==> config.mk <==
export PLATFORM = sky130hd
export DESIGN_NAME = mux_select_sequencer_flat
export DESIGN_NICKNAME = d
export VERILOG_FILES = /design/src/rtl/mux_select_sequencer_if.sv /design/src/rtl/mux_select_sequencer.sv /design/src/flat_wrapper.sv
export SDC_FILE = /design/constraint.sdc
export NUM_CORES = 1
export LEC_CHECK = 0
export CORE_MARGIN = 5
export CORE_UTILIZATION = 41
export CTS_BUF_LIST = sky130_fd_sc_hd__clkbuf_2 sky130_fd_sc_hd__clkbuf_4 sky130_fd_sc_hd__clkbuf_8
export DETAILED_ROUTE_END_ITERATION = 12
export PLACE_DENSITY_LB_ADDON = 0.05
export SETUP_SLACK_MARGIN = 0.02
export SYNTH_ARGS = -nofsm -noshare
export SYNTH_HDL_FRONTEND = slang
export SYNTH_SLANG_ARGS = --single-unit
==> constraint.sdc <==
create_clock -name clk -period 1.5 [get_ports clk]
set_input_delay 0.225 -clock clk [delete_from_list [all_inputs] [get_ports clk]]
set_output_delay 0.225 -clock clk [all_outputs]
set_load 0.05 [all_outputs]
==> src/rtl/mux_select_sequencer_if.sv <==
// Handshake and select bus between the upstream controller and mux_select_sequencer.
// SEQ_LOOPBACK_CHECK_EN adds the multiplexer loopback bit x and the chk_err flag.
interface mux_select_sequencer_if;
  logic       load;
  logic [7:0] din;
  logic       abort;
  logic       ready;
  logic       busy;
  logic [7:0] y;
  logic       s2;
  logic       s1;
  logic       s0;
  logic       bit_valid;
  logic       done;
`ifdef SEQ_LOOPBACK_CHECK_EN
  logic       x;
  logic       chk_err;

  modport master (
    output load, din, abort, x,
    input  ready, busy, y, s2, s1, s0, bit_valid, done, chk_err
  );
  modport slave (
    input  load, din, abort, x,
    output ready, busy, y, s2, s1, s0, bit_valid, done, chk_err
  );
`else
  modport master (
    output load, din, abort,
    input  ready, busy, y, s2, s1, s0, bit_valid, done
  );
  modport slave (
    input  load, din, abort,
    output ready, busy, y, s2, s1, s0, bit_valid, done
  );
`endif
endinterface

==> src/rtl/mux_select_sequencer.sv <==
// Sequences select lines 0..7 of an 8:1 multiplexer so a held word leaves LSB-first.
// Optional SEQ_LOOPBACK_CHECK_EN captures the multiplexer output and flags mismatches.
module mux_select_sequencer #(
  parameter int STEP_DIV = 1
) (
  input  logic                   clk,
  input  logic                   rst,
  mux_select_sequencer_if.slave  bus
);

  typedef enum logic [1:0] {
    ST_IDLE = 2'd0,
    ST_RUN  = 2'd1,
    ST_DONE = 2'd2
  } state_e;

  localparam logic [3:0] DIV_LAST = 4'(STEP_DIV - 1);

  state_e     state_q, state_d;
  logic [7:0] y_q, y_d;
  logic [2:0] sel_q, sel_d;
  logic [3:0] div_q, div_d;
  logic       step_end_s;

  // Last cycle of a select hold interval: the multiplexer output is settled.
  assign step_end_s = (state_q == ST_RUN) && (div_q == DIV_LAST);

  // Next-state logic; abort outranks normal stepping.
  always_comb begin
    state_d = state_q;
    y_d     = y_q;
    sel_d   = sel_q;
    div_d   = div_q;
    case (state_q)
      ST_IDLE: begin
        if (bus.load) begin
          y_d     = bus.din;
          sel_d   = 3'd0;
          div_d   = 4'd0;
          state_d = ST_RUN;
        end else begin
          state_d = ST_IDLE;
        end
      end
      ST_RUN: begin
        if (bus.abort) begin
          state_d = ST_IDLE;
          sel_d   = 3'd0;
          div_d   = 4'd0;
        end else if (step_end_s) begin
          div_d = 4'd0;
          if (sel_q == 3'd7) begin
            state_d = ST_DONE;
            sel_d   = 3'd0;
          end else begin
            sel_d = sel_q + 3'd1;
          end
        end else begin
          div_d = div_q + 4'd1;
        end
      end
      ST_DONE: begin
        state_d = ST_IDLE;
      end
      default: begin
        state_d = ST_IDLE;
        sel_d   = 3'd0;
        div_d   = 4'd0;
      end
    endcase
  end

  // State registers with synchronous reset.
  always_ff @(posedge clk) begin
    if (rst) begin
      state_q <= ST_IDLE;
      y_q     <= 8'h00;
      sel_q   <= 3'd0;
      div_q   <= 4'd0;
    end else begin
      state_q <= state_d;
      y_q     <= y_d;
      sel_q   <= sel_d;
      div_q   <= div_d;
    end
  end

  assign bus.ready     = (state_q == ST_IDLE);
  assign bus.busy      = (state_q != ST_IDLE);
  assign bus.y         = y_q;
  assign bus.s2        = sel_q[2];
  assign bus.s1        = sel_q[1];
  assign bus.s0        = sel_q[0];
  assign bus.bit_valid = step_end_s;
  assign bus.done      = (state_q == ST_DONE);

`ifdef SEQ_LOOPBACK_CHECK_EN
  logic [7:0] rx_q, rx_d;
  logic       chk_err_q, chk_err_d;

  // Capture x per settled bit; bit 7 lands on the same edge that enters DONE, so compare rx_d.
  always_comb begin
    rx_d      = rx_q;
    chk_err_d = chk_err_q;
    if (step_end_s) begin
      rx_d[sel_q] = bus.x;
    end else begin
      rx_d = rx_q;
    end
    if ((state_q == ST_IDLE) && bus.load) begin
      chk_err_d = 1'b0;
    end else if (step_end_s && !bus.abort && (sel_q == 3'd7)) begin
      chk_err_d = (rx_d != y_q);
    end else begin
      chk_err_d = chk_err_q;
    end
  end

  // Loopback capture and error flag registers.
  always_ff @(posedge clk) begin
    if (rst) begin
      rx_q      <= 8'h00;
      chk_err_q <= 1'b0;
    end else begin
      rx_q      <= rx_d;
      chk_err_q <= chk_err_d;
    end
  end

  assign bus.chk_err = chk_err_q;
`endif

endmodule

==> src/flat_wrapper.sv <==
// flat-port wrapper written by rule: the top's interface ports become plain ports
module mux_select_sequencer_flat 
#(
  parameter int STEP_DIV = 1
)
  (clk, rst, bus_load, bus_din, bus_abort, bus_ready, bus_busy, bus_y, bus_s2, bus_s1, bus_s0, bus_bit_valid, bus_done);
  mux_select_sequencer_if bus_i ();
  input  logic clk;
  input  logic rst;
  input wire logic [$bits(bus_i.load)-1:0] bus_load;
  input wire logic [$bits(bus_i.din)-1:0] bus_din;
  input wire logic [$bits(bus_i.abort)-1:0] bus_abort;
  output wire logic [$bits(bus_i.ready)-1:0] bus_ready;
  output wire logic [$bits(bus_i.busy)-1:0] bus_busy;
  output wire logic [$bits(bus_i.y)-1:0] bus_y;
  output wire logic [$bits(bus_i.s2)-1:0] bus_s2;
  output wire logic [$bits(bus_i.s1)-1:0] bus_s1;
  output wire logic [$bits(bus_i.s0)-1:0] bus_s0;
  output wire logic [$bits(bus_i.bit_valid)-1:0] bus_bit_valid;
  output wire logic [$bits(bus_i.done)-1:0] bus_done;
  assign bus_i.load = bus_load;
  assign bus_i.din = bus_din;
  assign bus_i.abort = bus_abort;
  assign bus_ready = bus_i.ready;
  assign bus_busy = bus_i.busy;
  assign bus_y = bus_i.y;
  assign bus_s2 = bus_i.s2;
  assign bus_s1 = bus_i.s1;
  assign bus_s0 = bus_i.s0;
  assign bus_bit_valid = bus_i.bit_valid;
  assign bus_done = bus_i.done;
  mux_select_sequencer #(.STEP_DIV(STEP_DIV)) u_core (.clk(clk), .rst(rst), .bus(bus_i));
endmodule
**Word-level counts from Yosys, hierarchy flattened**

Cells that the tools add are included.

- Add/subtract/negate cells: 2
- Multiply operators: 0
- Div/mod/pow operators: 0
- Order comparisons: 0
- Eq/ne operators: 6
- Shifts and indexed selects: 0
- Multiplexer cells: 14
- Bitwise operators: 1
- Reductions and logical operators: 8

Operator list:

| kind | number |
|---|---|
| 3-bit two-way mux | 4 |
| 4-bit two-way mux | 3 |
| 4-bit one-hot mux with 3 select lines | 1 |
| 3-bit one-hot mux with 3 select lines | 1 |
| 2-bit two-way mux | 3 |
| 3-bit != test (second input constant) | 2 |
| 2-bit AND reduction | 3 |
| 4-bit by 1-bit adder with 4-bit output (second input constant) | 1 |
| 4-bit zero test | 1 |
| 2-bit one-hot mux with 2 select lines | 1 |
| 3-bit by 1-bit adder with 3-bit output (second input constant) | 1 |
| 3-bit equality test (second input constant) | 1 |
| 3-bit AND reduction | 1 |
| 2-bit by 1-bit equality test with 1-bit output (second input constant) | 1 |
| 2-bit equality test (second input constant) | 1 |
| 2-bit zero test | 1 |
| 2-bit != test (second input constant) | 1 |
| 2-bit nonzero test | 1 |
| 1-bit logical AND | 1 |
| 1-bit two-way mux | 1 |
| 1-bit NOT | 1 |

- Register bits after elaboration: 17
- Latch bits: 0
- Bits in writable memories: 0
- Memory bits (read-only): 0
- Memories kept: 0

**Logic depth before layout (Yosys ltp)**

Gate-level depths: netlist (run 1).

- Depth after elaboration: 5
- Gate-level depth with buffers: 5
- Gate-level depth less buffers: 5

**Worst setup path before layout (run 1)**

Ideal clock, no wire load.

- Kind: register to output
- Start: reg u_core.div_q[0]
- End: out bus_bit_valid
- Data arrival time: 2103 ps
- Data required time: 1275 ps
- Slack: -828 ps
- Cell stages (with the launch flop): 5
- Path buffers: 0
- Cells stage by stage: dfxtp_1 > inv_1 > ha_1 > nor3b_1 > nor3b_1

- Longest elaborated chain between the ends: 2

RTL lines:

| element | RTL line | RTL |
|---|---|---|
| start: declaration | mux_select_sequencer.sv:22 | `logic [3:0] div_q, div_d;` |
| start signal: assignment | mux_select_sequencer.sv:84 | `div_q <= div_d;` |
| 4-bit zero test | mux_select_sequencer.sv:26 | `assign step_end_s = (state_q == ST_RUN) && (div_q == DIV_LAST);` |
| 1-bit logical AND | mux_select_sequencer.sv:26 |  |
| end: declaration | flat_wrapper.sv:19 | `output wire logic [$bits(bus_i.bit_valid)-1:0] bus_bit_valid;` |

Every way passes these cells.

**Final worst setup path (run 1)**

- Start: reg u_core.div_q[1]
- End: out bus_bit_valid

The elaborated chain is that of the path after synthesis.

==> metrics.txt, run 1 <==
outcome=complete, but fails checks; violated checks=negative setup slack; Synth Area in Compound Gates=0.1246; Post-DRT Antenna Nets=0; n_diodes=0; gr usage total=0.1343; Largest delay share family, worst path=simple AND/OR/NAND/NOR gates; aggregate global routing overflow=0; CTS Hold Bufs=0; GRT Max-Usage Layer=met2; Yosys Warn Count=0; # DRC=0; Max FO, Critical Path=2; via count=693; DIE WIDTH=53.43 µm; Tot Pwr=0.9697 mW; RSZ-0062 raised after global routing=true; share of post-route cells with drive strength above 1=0.3559; post-synthesis xor/xnor area fraction=0; Yosys reg bits=17; CP Class=reg -> out; min Tclk post-route=1615 ps; largest net degree at the start of global routing=13; met1 Usage GRT=0.1559; Max Clk Rate=0.6194 GHz; Top Ports=27; LEAKAGE=0.5234 nW; mux share of post-synthesis cell area=0.1036; Setup Skew=3.587 ps; TritonCTS Buffers=3; most used cell, CP=nor3b_4; num rows=15; Die Span Y=53.43 µm; vias in the first global route=699; Final Worst Setup Slack=-114.5 ps; Post-Synthesis Cells=83; Worst setup SP type=flip-flop; CTS tree=yes; Routed WL per cell=11.31 µm; Worst path slowest cell=dfxtp_2; PwrDens=799.0 nW/µm²; largest family of logic cells by synthesized area=simple AND/OR/NAND/NOR gates; CP endpoint kind=output pin; vias per inst=4.846; initial antenna violation count=0; WP buf/inv=2; Final Net Count=135; final WL=1618 µm; Critical Path RT=1270 ps; DR iter-0 viols=7; first-pass GRT wire length=2884 µm; clk root buf=clkbuf_4; MaxCap Viol Count=0; Placed Area=1149 µm²; Worst Max-Slew Pin Slew=276.3 ps; DR pass1 iterations=2; design area=1214 µm²; Hold WS=494.2 ps; I/O Buffers=26; clk slew on worst S/H paths=90 ps; Critical Path, Cell by Cell=inv_2 > ha_4 > nor3b_4 > nor3b_4 > buf_12; Rel. slew slack=0.8151; sequential share of the synthesized area=0.4401; final setup fails=1; Worst-Skew Late Latency=280 ps; Hold WC Path Type=reg -> reg; Post-Syn Nets=99; crit path DAT=1390 ps; dpl ws=-139.6 ps; CTS Buffer Depth=2; P&R area growth vs syn=56.96%; grt met3 use=0.03662; adder-cell share of the synthesized area=0.06472; Core Area=1764 µm²; M2 GR Usage=0.2367; endpoints failing hold=0; mapped cell area=773.2 µm²; die area=2854 µm²; Simple-Gate Fraction of Synth Area=0.2055; max-slew violation count=0; starting density of the core=0.4383; fin crit share=1.076; Netlist cell types=25; syn avg cell area=9.316 µm²; maximum VDD drop=0.6477 mV; # H-tree levels=1; crit-path max cell delay=330 ps; GP Congestion=0.8017; Sink Count=17; hpwl dp=1240 µm
==> worst min-delay path, delay by kind of cell, from the launching register on <==
family          cells  cell delay (ps)
flops               1              340
buf+inv             1               50
compound gates      1               70
==> report_power, final <==
part	switching, mW	leakage (nW)	total (mW)	internal [mW]
Sequential	0.00893	0.141	0.477	0.468
Combinational	0.133	0.364	0.238	0.105
Clock	0.134	0.0184	0.255	0.121
Total	0.275	0.523	0.970	0.694
==> metal layers <==
layer | vias to the layer above | share of wire
li1 | 356 | -
met1 | 315 | 0.46
met2 | 20 | 0.46
met3 | 2 | 0.064
met4 | 0 | 0.011
met5 | - | 0
==> cells in the mapped netlist <==
cell	instances	area share
ha_1	4	0.065
a32oi_1	1	0.011
nand2b_1	1	0.0081
nor2_1	11	0.053
nor3b_1	6	0.058
a2bb2oi_1	1	0.011
and2b_2	1	0.011
a21oi_1	2	0.013
a221oi_1	1	0.011
nand3_1	2	0.013
inv_1	8	0.039
o2bb2ai_1	1	0.011
buf_1	1	0.0048
clkbuf_1	1	0.0048
buf_2	2	0.013
nand2_1	4	0.019
o32ai_1	3	0.034
a32o_1	1	0.013
and2_1	1	0.0081
o21a_1	2	0.019
or3_1	2	0.016
nor3_1	1	0.0065
or3b_1	1	0.011
dfxtp_1	17	0.44
mux2i_1	8	0.10
==> logic make-up after synthesis <==
group                      count (synthesis)
muxes                                      8
adders and majority gates                  4
and+or+nand+nor                           30
buffers and inverters                     12
DFF                                       17
AOI/OAI and AO/OA                         12
==> cell usage in the layout (no fill, tap or decap) <==
| cell | netlist | final |
|---|---|---|
| a221oi_1 | 1 | 1 |
| or3b_1 | 1 | 1 |
| dfxtp_1 | 17 | 13 |
| nor2_2 | 0 | 1 |
| ha_4 | 0 | 1 |
| ha_1 | 4 | 3 |
| nor3b_1 | 6 | 3 |
| a32oi_1 | 1 | 1 |
| o2bb2ai_1 | 1 | 1 |
| a2bb2oi_1 | 1 | 1 |
| nand2b_1 | 1 | 1 |
| nor3b_2 | 0 | 1 |
| nand2_1 | 4 | 4 |
| or3_1 | 2 | 1 |
| clkbuf_4 | 0 | 4 |
| o21a_1 | 2 | 2 |
| and2b_2 | 1 | 1 |
| a21oi_1 | 2 | 1 |
| nand3_1 | 2 | 2 |
| buf_12 | 0 | 4 |
| nor3b_4 | 0 | 2 |
| dfxtp_2 | 0 | 4 |
| o32ai_1 | 3 | 3 |
| a32o_1 | 1 | 1 |
| or3_4 | 0 | 1 |
| mux2i_1 | 8 | 8 |
| buf_4 | 0 | 20 |
| inv_2 | 0 | 2 |
| nor2_1 | 11 | 10 |
| a21oi_2 | 0 | 1 |
| nor3_1 | 1 | 1 |
| and2_1 | 1 | 1 |
| clkdlybuf4s50_1 | 0 | 11 |
| inv_1 | 8 | 6 |
==> registers in the layout, indices dropped and copies added (netlist names) <==
| signal | cells |
|---|---|
| u_core.state_q | 2 |
| u_core.bus.y | 8 |
| u_core.div_q | 4 |
| u_core.sel_q | 3 |
==> layout make-up <==
class | instances | area (µm²)
clock buffer | 4 | 30.03
fill | 154 | 550.5
inverter | 8 | 30.03
multi-input combinational | 54 | 436.7
sequential | 17 | 345.3
tap | 25 | 31.28
timing repair buffer | 35 | 340.3
==> repair_timing <==
| item | 4_1_cts | 5_1_grt |
|---|---|---|
| buffers inserted | 1 | 0 |
| gates cloned | 0 | 0 |
| gates resized for setup | 8 | 2 |
| pin swaps | 1 | 2 |
| setup endpoints to repair | 4 | 5 |
| hold endpoints to repair | 0 | 0 |
==> per-stage QoR <==
stage / TNS [ps] / cells / utilization
6_report: -114.5 / 143 / 0.6879
5_1_grt: -188.1 / 143 / 0.6879
4_1_cts: -117.5 / 144 / 0.6872
3_5_place_dp: -426.5 / 139 / 0.6511
3_3_place_gp: -338.7 / 139 / 0.6511
2_1_floorplan: -202.8 / 83 / -
==> worst paths after layout <==
check | start | slack, ps | end | cells past startpoint
worst max register to register | u_core.state_q[1] | 100 | u_core.div_q[0] | 3
worst min-delay path | u_core.sel_q[1] | 490 | u_core.sel_q[1] | 2
worst min register to register | u_core.sel_q[1] | 490 | u_core.sel_q[1] | 2
worst max-delay path | u_core.div_q[1] | -110 | bus_bit_valid | 5
Note: power is estimated with default switching activity, not from simulation.
==> run 2, diff against run 1 <==
--- a/config.mk
+++ b/config.mk
@@ -5,6 +5,7 @@
 export SDC_FILE = /design/constraint.sdc
 export NUM_CORES = 1
 export LEC_CHECK = 0
+export CORE_ASPECT_RATIO = 0.9
 export CORE_MARGIN = 5
 export CORE_UTILIZATION = 41
 export CTS_BUF_LIST = sky130_fd_sc_hd__clkbuf_2 sky130_fd_sc_hd__clkbuf_4 sky130_fd_sc_hd__clkbuf_8
==> run 2 against run 1 <==
The run still ends with negative setup slack left. Maximum frequency decreased by 1.8%. Routed wire length up 20%. Register-to-register slack lost 80 ps. Sequential power barely moved. Utilization increased by 3.0 points. First-iteration DRC count increased by 14%. Sequential cell count did not move. Clock power down 4%. Setup slack worse by 30 ps. Cell count up 2.8%. Largest power group unchanged.
==> metrics.txt, run 2 (synthesis gave the netlist of run 1 again) <==
min Tclk post-route=1644 ps; final WL=1949 µm; worst reg2reg path endpoint=u_core.sel_q[0]; Post-DRT Antenna Nets=0; endpoints failing hold=0; P&R area growth vs syn=61.00%; Worst Max-Slew Pin Slew=338.1 ps; Max FO, Critical Path=2; Top Ports=27; worst reg2reg startpoint=u_core.div_q[0]; DR iter-0 viols=8; hpwl dp=1499 µm; Core Area=1734 µm²; PwrDens=778.5 nW/µm²; gr usage total=0.1478; largest net degree at the start of global routing=11; CTS Buffer Depth=2; clk root buf=clkbuf_4; via count=735; # H-tree levels=1; Max Clk Rate=0.6081 GHz; vias in the first global route=727; Rel. slew slack=0.7741; Routed WL per cell=13.26 µm; GP Congestion=0.8292; crit path DAT=1420 ps; initial antenna violation count=0; Reg2Reg Depth=7; violated checks=negative setup slack; Hold Startpoint=u_core.sel_q[1]; utilization after layout=0.7179; Fin Setup TNS=-144.4 ps; max-slew violation count=0; starting density of the core=0.4459; Critical Path RT=1270 ps; Final Worst Setup Slack=-144.4 ps; Worst setup SP type=flip-flop; Worst-Skew Late Latency=290 ps; max reg flops=8; aggregate global routing overflow=0; RSZ-0062 raised after global routing=true; die area=2856 µm²; Hold WS=491.5 ps; CP endpoint kind=output pin; clk slew on worst S/H paths=100 ps; num rows=14; hold path depth=2; commonest non-fill, non-tap cell in the layout=buf_4; fin crit share=1.096; maximum VDD drop=0.6239 mV; LEAKAGE=0.5468 nW; Hold WC Path Type=reg -> reg; R2R setup slack=20 ps; Hold EP=u_core.sel_q[1]; I/O Buffers=26; # DRC=0; CTS tree=yes; Sink Count=17; final setup fails=1; n_diodes=0; DIE WIDTH=55.78 µm; share of post-route cells with drive strength above 1=0.3740; DR pass1 iterations=4; first-pass GRT wire length=3270 µm; Setup Skew=0.7117 ps; outcome=complete, but fails checks; CP Class=reg -> out; Final Net Count=140; design area=1245 µm²; Placed Area=1177 µm²; Die Span Y=51.20 µm; vias per inst=5.000; commonest non-fill, non-tap cells in the layout=buf_4, dfxtp_1, clkdlybuf4s50_1; TritonCTS Buffers=3; MaxCap Viol Count=0
-- run 2: cell types whose count changed in the layout (fill, tap and decap cells not counted), sizes merged --
| cell | change |
|---|---|
| clkinv | +1 |
| buf | +5 |
| clkbuf | -1 |
-- run 2: worst max path at each step --
| stage | from | end |
|---|---|---|
| final | u_core.div_q[0] | bus_bit_valid |
| after global routing | u_core.div_q[0] | bus_bit_valid |
| after floorplan | u_core.div_q[0] | bus_bit_valid |
| after global placement | u_core.div_q[0] | u_core.sel_q[0] |
| after CTS | u_core.div_q[1] | bus_bit_valid |
| after detailed placement | bus_abort | u_core.div_q[0] |
-- run 2: routing by layer --
metal	vias to the layer above	GRT usage	routed length [µm]
met5	-	0	0
met4	0	0.07287	10
met3	2	0.04030	121
met2	19	0.2579	982
met1	347	0.1684	835
li1	367	-	-
-- run 2: report_power, final --
part           internal (mW)  total, mW  switching [mW]
logic                  0.112      0.248           0.136
registers              0.468      0.478         0.00939
clock network         0.0991      0.244           0.145
total                  0.679      0.969           0.290
-- run 2: repair_timing --
| action | in CTS | in global routing |
|---|---|---|
| cloned | 0 | 0 |
| resized for setup | 8 | 2 |
| pin swaps | 1 | 1 |
| endpoints found under the setup margin | 4 | 6 |
| hold buffers | 0 | 0 |
| buffers inserted | 1 | 0 |
-- run 2: layout make-up --
cell class | instances | area, µm²
flip-flops and latches | 17 | 346.6
clock inverters | 1 | 5.005
multi-input cells | 54 | 432.9
inverters | 8 | 30.03
repair buffers | 40 | 377.9
clock buffers | 3 | 22.52
well taps | 24 | 30.03
fillers | 129 | 489.2
-- run 2: worst max-delay path, cell delays in order, from the launching register on --
cell and delay (ps):
dfxtp_2 340, inv_2 60, ha_4 120, nor3b_4 190, nor3b_4 260, buf_12 170
-- run 2: metrics by stage --
step,worst slack (ps),std cells,power [mW]
after CTS,-154.5,147,0.9848
after detailed placement,-132.1,142,0.7356
after floorplan,-202.8,83,0.6254
after global placement,-129.4,142,0.7307
after global routing,-220.0,147,1.026
final,-144.4,147,0.9691
==> RTL change 1: new RTL, config.mk and constraints of run 2 <==
Take the reset off `y_q` and load it in a clocked block of its own.
--- a/src/rtl/mux_select_sequencer.sv
+++ b/src/rtl/mux_select_sequencer.sv
@@ -75,13 +75,15 @@
     if (rst) begin
       state_q <= ST_IDLE;
-      y_q     <= 8'h00;
       sel_q   <= 3'd0;
       div_q   <= 4'd0;
     end else begin
       state_q <= state_d;
-      y_q     <= y_d;
       sel_q   <= sel_d;
       div_q   <= div_d;
     end
+  end
+
+  always_ff @(posedge clk) begin
+    y_q <= y_d;
   end
 
Check against the original RTL: not equivalent (a bounded check fails within 4 cycles, from zero or initial values and one cycle with rst high).
==> RTL change 1 against run 2 <==
- the run still ends with setup timing left
- cell area fell by 3.2%
- area after synthesis fell by 3.4%
- worst setup slack got worse by 0.092 ns
- utilization fell by 0.88 points
- via count fell by 19%
- sequential cell count did not move
- total power fell by 2.1%
- wire length fell by 20%
- critical endpoint unchanged
- highest routed layer unchanged
==> RTL change 1: results (changes against run 2) <==
flop2flop setup slack -0.04 ns (-0.06 ns); part of the power in combinational logic 21.6% (-4.0 points); Root Buffer clkbuf_4; Hold Path Stages 1 (-1); Cells after Synth 64 (-23%); Critical Path Fanout Max 3 (+1); non-filler cells, final 122 (-17%); Int Power 690 uW (+1.6%); DR iter-0 viols 14 (+6); Post-Synthesis Net Count 80 (-19%); hold endpoint u_core.bus.y[3]; worst setup margin -0.237 ns (-0.0922 ns); Final setup viols 5 (+4); clk_skew 0.00296 ns (+0.00225 ns); Total Power 949 uW (-2.1%); compound-cell area share of the yosys netlist 10.1% (-2.4 points); Leak 0.000468 uW (-14%); # fillers 136 (+5.4%); mux cell area share after synthesis 0% (-10 points); CP max stage delay 0.41 ns (+0.07 ns); min-delay src bus_din[3]; DPL Wire Length 1200 um (-20%); antenna violations before repair 0 (unchanged); RR Endpoint u_core.sel_q[0]; Synth area leaders edfxtp_1, dfxtp_1, ha_1; Async SR Flop Fraction 0% (unchanged); routability cong. 0.696 (-16%); worst hold path type input port to register; GR Util All Layers 12.1% (-2.7 points); Post-DP Area 1130 sq um (-3.6%); post-synthesis share of cell area spent on xor and xnor gates 0% (unchanged); Netlist cell types 26 (+4.0%); Slew @ Worst Pin 0.321 ns (-0.0175 ns); Adder-Cell Fraction of Synth Area 6.70% (+0.23 points); via/cell ratio 4.89 (-2.3%); worst path arrival time 1.51 ns (+0.09 ns); YS warnings 0 (unchanged); setup_tns -0.348 ns (-0.203 ns); failing checks setup timing; sequential fraction of the synthesis area 56.3% (+12 points); first-pass GRT wire length 2470 um (-24%); peak supply drop 509 uV (-18%); ANT cells 0 (unchanged); Slowest-stage cell, CP or3b_4; clock power share 24.5% (-0.6 points); WL per Instance 12.8 um (-3.3%); dpl cells 117 (-18%); Synth top cells by count dfxtp_1, inv_1, edfxtp_1; share of cells above drive strength 1 39.8% (+2.4 points); number of global-route vias before repair 579 (-20%); outcome complete, but fails checks; Post-synth EDFFs 8 (+8)
RTL change 1: cell count changes in the layout (fill, tap and decap cells not counted), sizes merged, moves of 2 or more:
cell    before  now
buf         29   21
mux2i        8    0
nand3        2    4
nor3b        6    1
nand2        4    1
nand4b       0    2
nand2b       1    4
dfxtp       17    9
a31oi        0    2
o21a         2    0
nand3b       0    2
edfxtp       0    8
nor2        11    2
RTL change 1: kinds of logic after synthesis:
| logic type | count (synthesis) |
|---|---|
| AO/OA/AOI/OAI | 10 |
| adder cells (fa/ha/maj) | 4 |
| buffers and inverters | 11 |
| flip-flops | 17 |
| AND/OR/NAND/NOR | 22 |
RTL change 1: per-layer routing:
| metal | vias to the layer above | global-route usage (%) | part of all wire [%] |
|---|---|---|---|
| met1 | 270 | 16.9 | 43 |
| met4 | 0 | 4.86 | 1.9 |
| li1 | 300 | - | - |
| met3 | 4 | 2.96 | 8.1 |
| met5 | - | 0 | 0 |
| met2 | 22 | 17.5 | 47 |
RTL change 1: area by class of cell:
cell class | count | area (sq um) | area share [%]
sequential | 17 | 423 | 35.1
timing repair buffer | 32 | 359 | 29.8
multi-input combinational | 36 | 332 | 27.5
inverter | 9 | 33.8 | 2.80
tap | 24 | 30.0 | 2.49
clock buffer | 3 | 22.5 | 1.87
clock inverter | 1 | 5.00 | 0.415
RTL change 1: stage by stage:
stage,hold slack (ns),setup slack [ns]
floorplan,0.324,-0.123
global placement,0.498,0.0351
detailed placement,0.510,-0.00198
CTS,0.486,-0.260
global route,0.481,-0.307
finish,0.493,-0.237
RTL change 1: what timing repair did:
item                                    in CTS  in global routing
setup buffers                                0                  1
endpoints found under the setup margin       4                  6
pin swaps                                    0                  1
cloned                                       0                  0
gates resized for setup                      1                  9
==> RTL change 2: new RTL, config.mk and constraints of run 2 <==
Without the edit above. Re-encode `state_e` (3 states) as one-hot, 3 bits wide.
--- a/src/rtl/mux_select_sequencer.sv
+++ b/src/rtl/mux_select_sequencer.sv
@@ -9,8 +9,8 @@
 );
 
-  typedef enum logic [1:0] {
-    ST_IDLE = 2'd0,
-    ST_RUN  = 2'd1,
-    ST_DONE = 2'd2
+  typedef enum logic [2:0] {
+    ST_IDLE = 3'b001,
+    ST_RUN  = 3'b010,
+    ST_DONE = 3'b100
   } state_e;
 
Function: no difference found for any inputs over 10 cycles, from zero or initial values and one cycle with rst high; not proved beyond that.
==> RTL change 2 against run 2 <==
- the flow still finishes with violations (setup timing)
- utilization increased by 2.5 points
- final cell count increased by 13%
- sequential cell count increased by 1
- cell area increased by 15%
- register-to-register slack got worse by 0.33 ns
- total power increased by 7.4%
- wire length increased by 23%
- maximum frequency decreased by 14%
- area after synthesis increased by 9.1%
- clock power increased by 14%
- via count increased by 17%
- worst setup slack got worse by 0.26 ns
- die area increased by 7.3%
- first-iteration DRC count increased to 2.5 times the old value
==> RTL change 2: results (changes against run 2) <==
hold endpoint u_core.bus.y[5]; Adder-Cell Fraction of Synth Area 5.93% (-0.54 points); clkbuf count 4 (+1); worst setup margin -0.406 ns (-0.262 ns); worst path arrival time 1.68 ns (+0.26 ns); Leak 0.000563 uW (+2.9%); switching share of total power 30.0% (+0.097 points); final WL 2400 um (+23%); Non-clk bufs 47 (+18%); Non-clk invs 7 (-1); Non-clock buffering overhead 32.0% (+1.6 points); Netlist cell types 30 (+20%); peak supply drop 575 uV (-7.9%); failing checks setup timing; Final setup viols 8 (+7); outcome complete, but fails checks; Slowest-stage cell, CP or3b_4; Register Area 373 sq um (+7.6%); number of global-route vias before repair 842 (+16%); clk_skew 0.00406 ns (+0.00334 ns); multi-input logic cell count 65 (+20%); sequential cell count 18 (+1); Synth top cells by count nand2_1, dfxtp_1, a21oi_1; Sequential Power Share 49.0% (-0.3 points); fraction of area in multi-input gates 35.7% (+0.88 points)
==> RTL change 2: changes by cell type after synthesis, sizes merged, moves of 2 or more <==
cell | before | now
nor4b | 0 | 3
a21oi | 2 | 12
o21ai | 0 | 4
nor2 | 11 | 1
nor3b | 6 | 4
nand2 | 4 | 19
a211oi | 0 | 3
mux2i | 8 | 0
o21a | 2 | 0
==> RTL change 2: per-stage QoR <==
stage	power [uW]	setup WS, ns	std cells	hold WS [ns]
after floorplan	659	-0.288	95	0.361
after global placement	750	-0.0767	151	0.443
after detailed placement	752	-0.116	151	0.448
after CTS	1040	-0.414	160	0.455
after global routing	1080	-0.453	166	0.466
final	1040	-0.406	166	0.461
==> RTL change 2: per-layer routing <==
metal  share of wire [%]  track usage (%)  up-vias
li1                    -                -      429
met1                  42             18.8      396
met2                  49             28.9       29
met3                 6.6             5.37        7
met4                 2.2             6.95        0
met5                   0                0        -
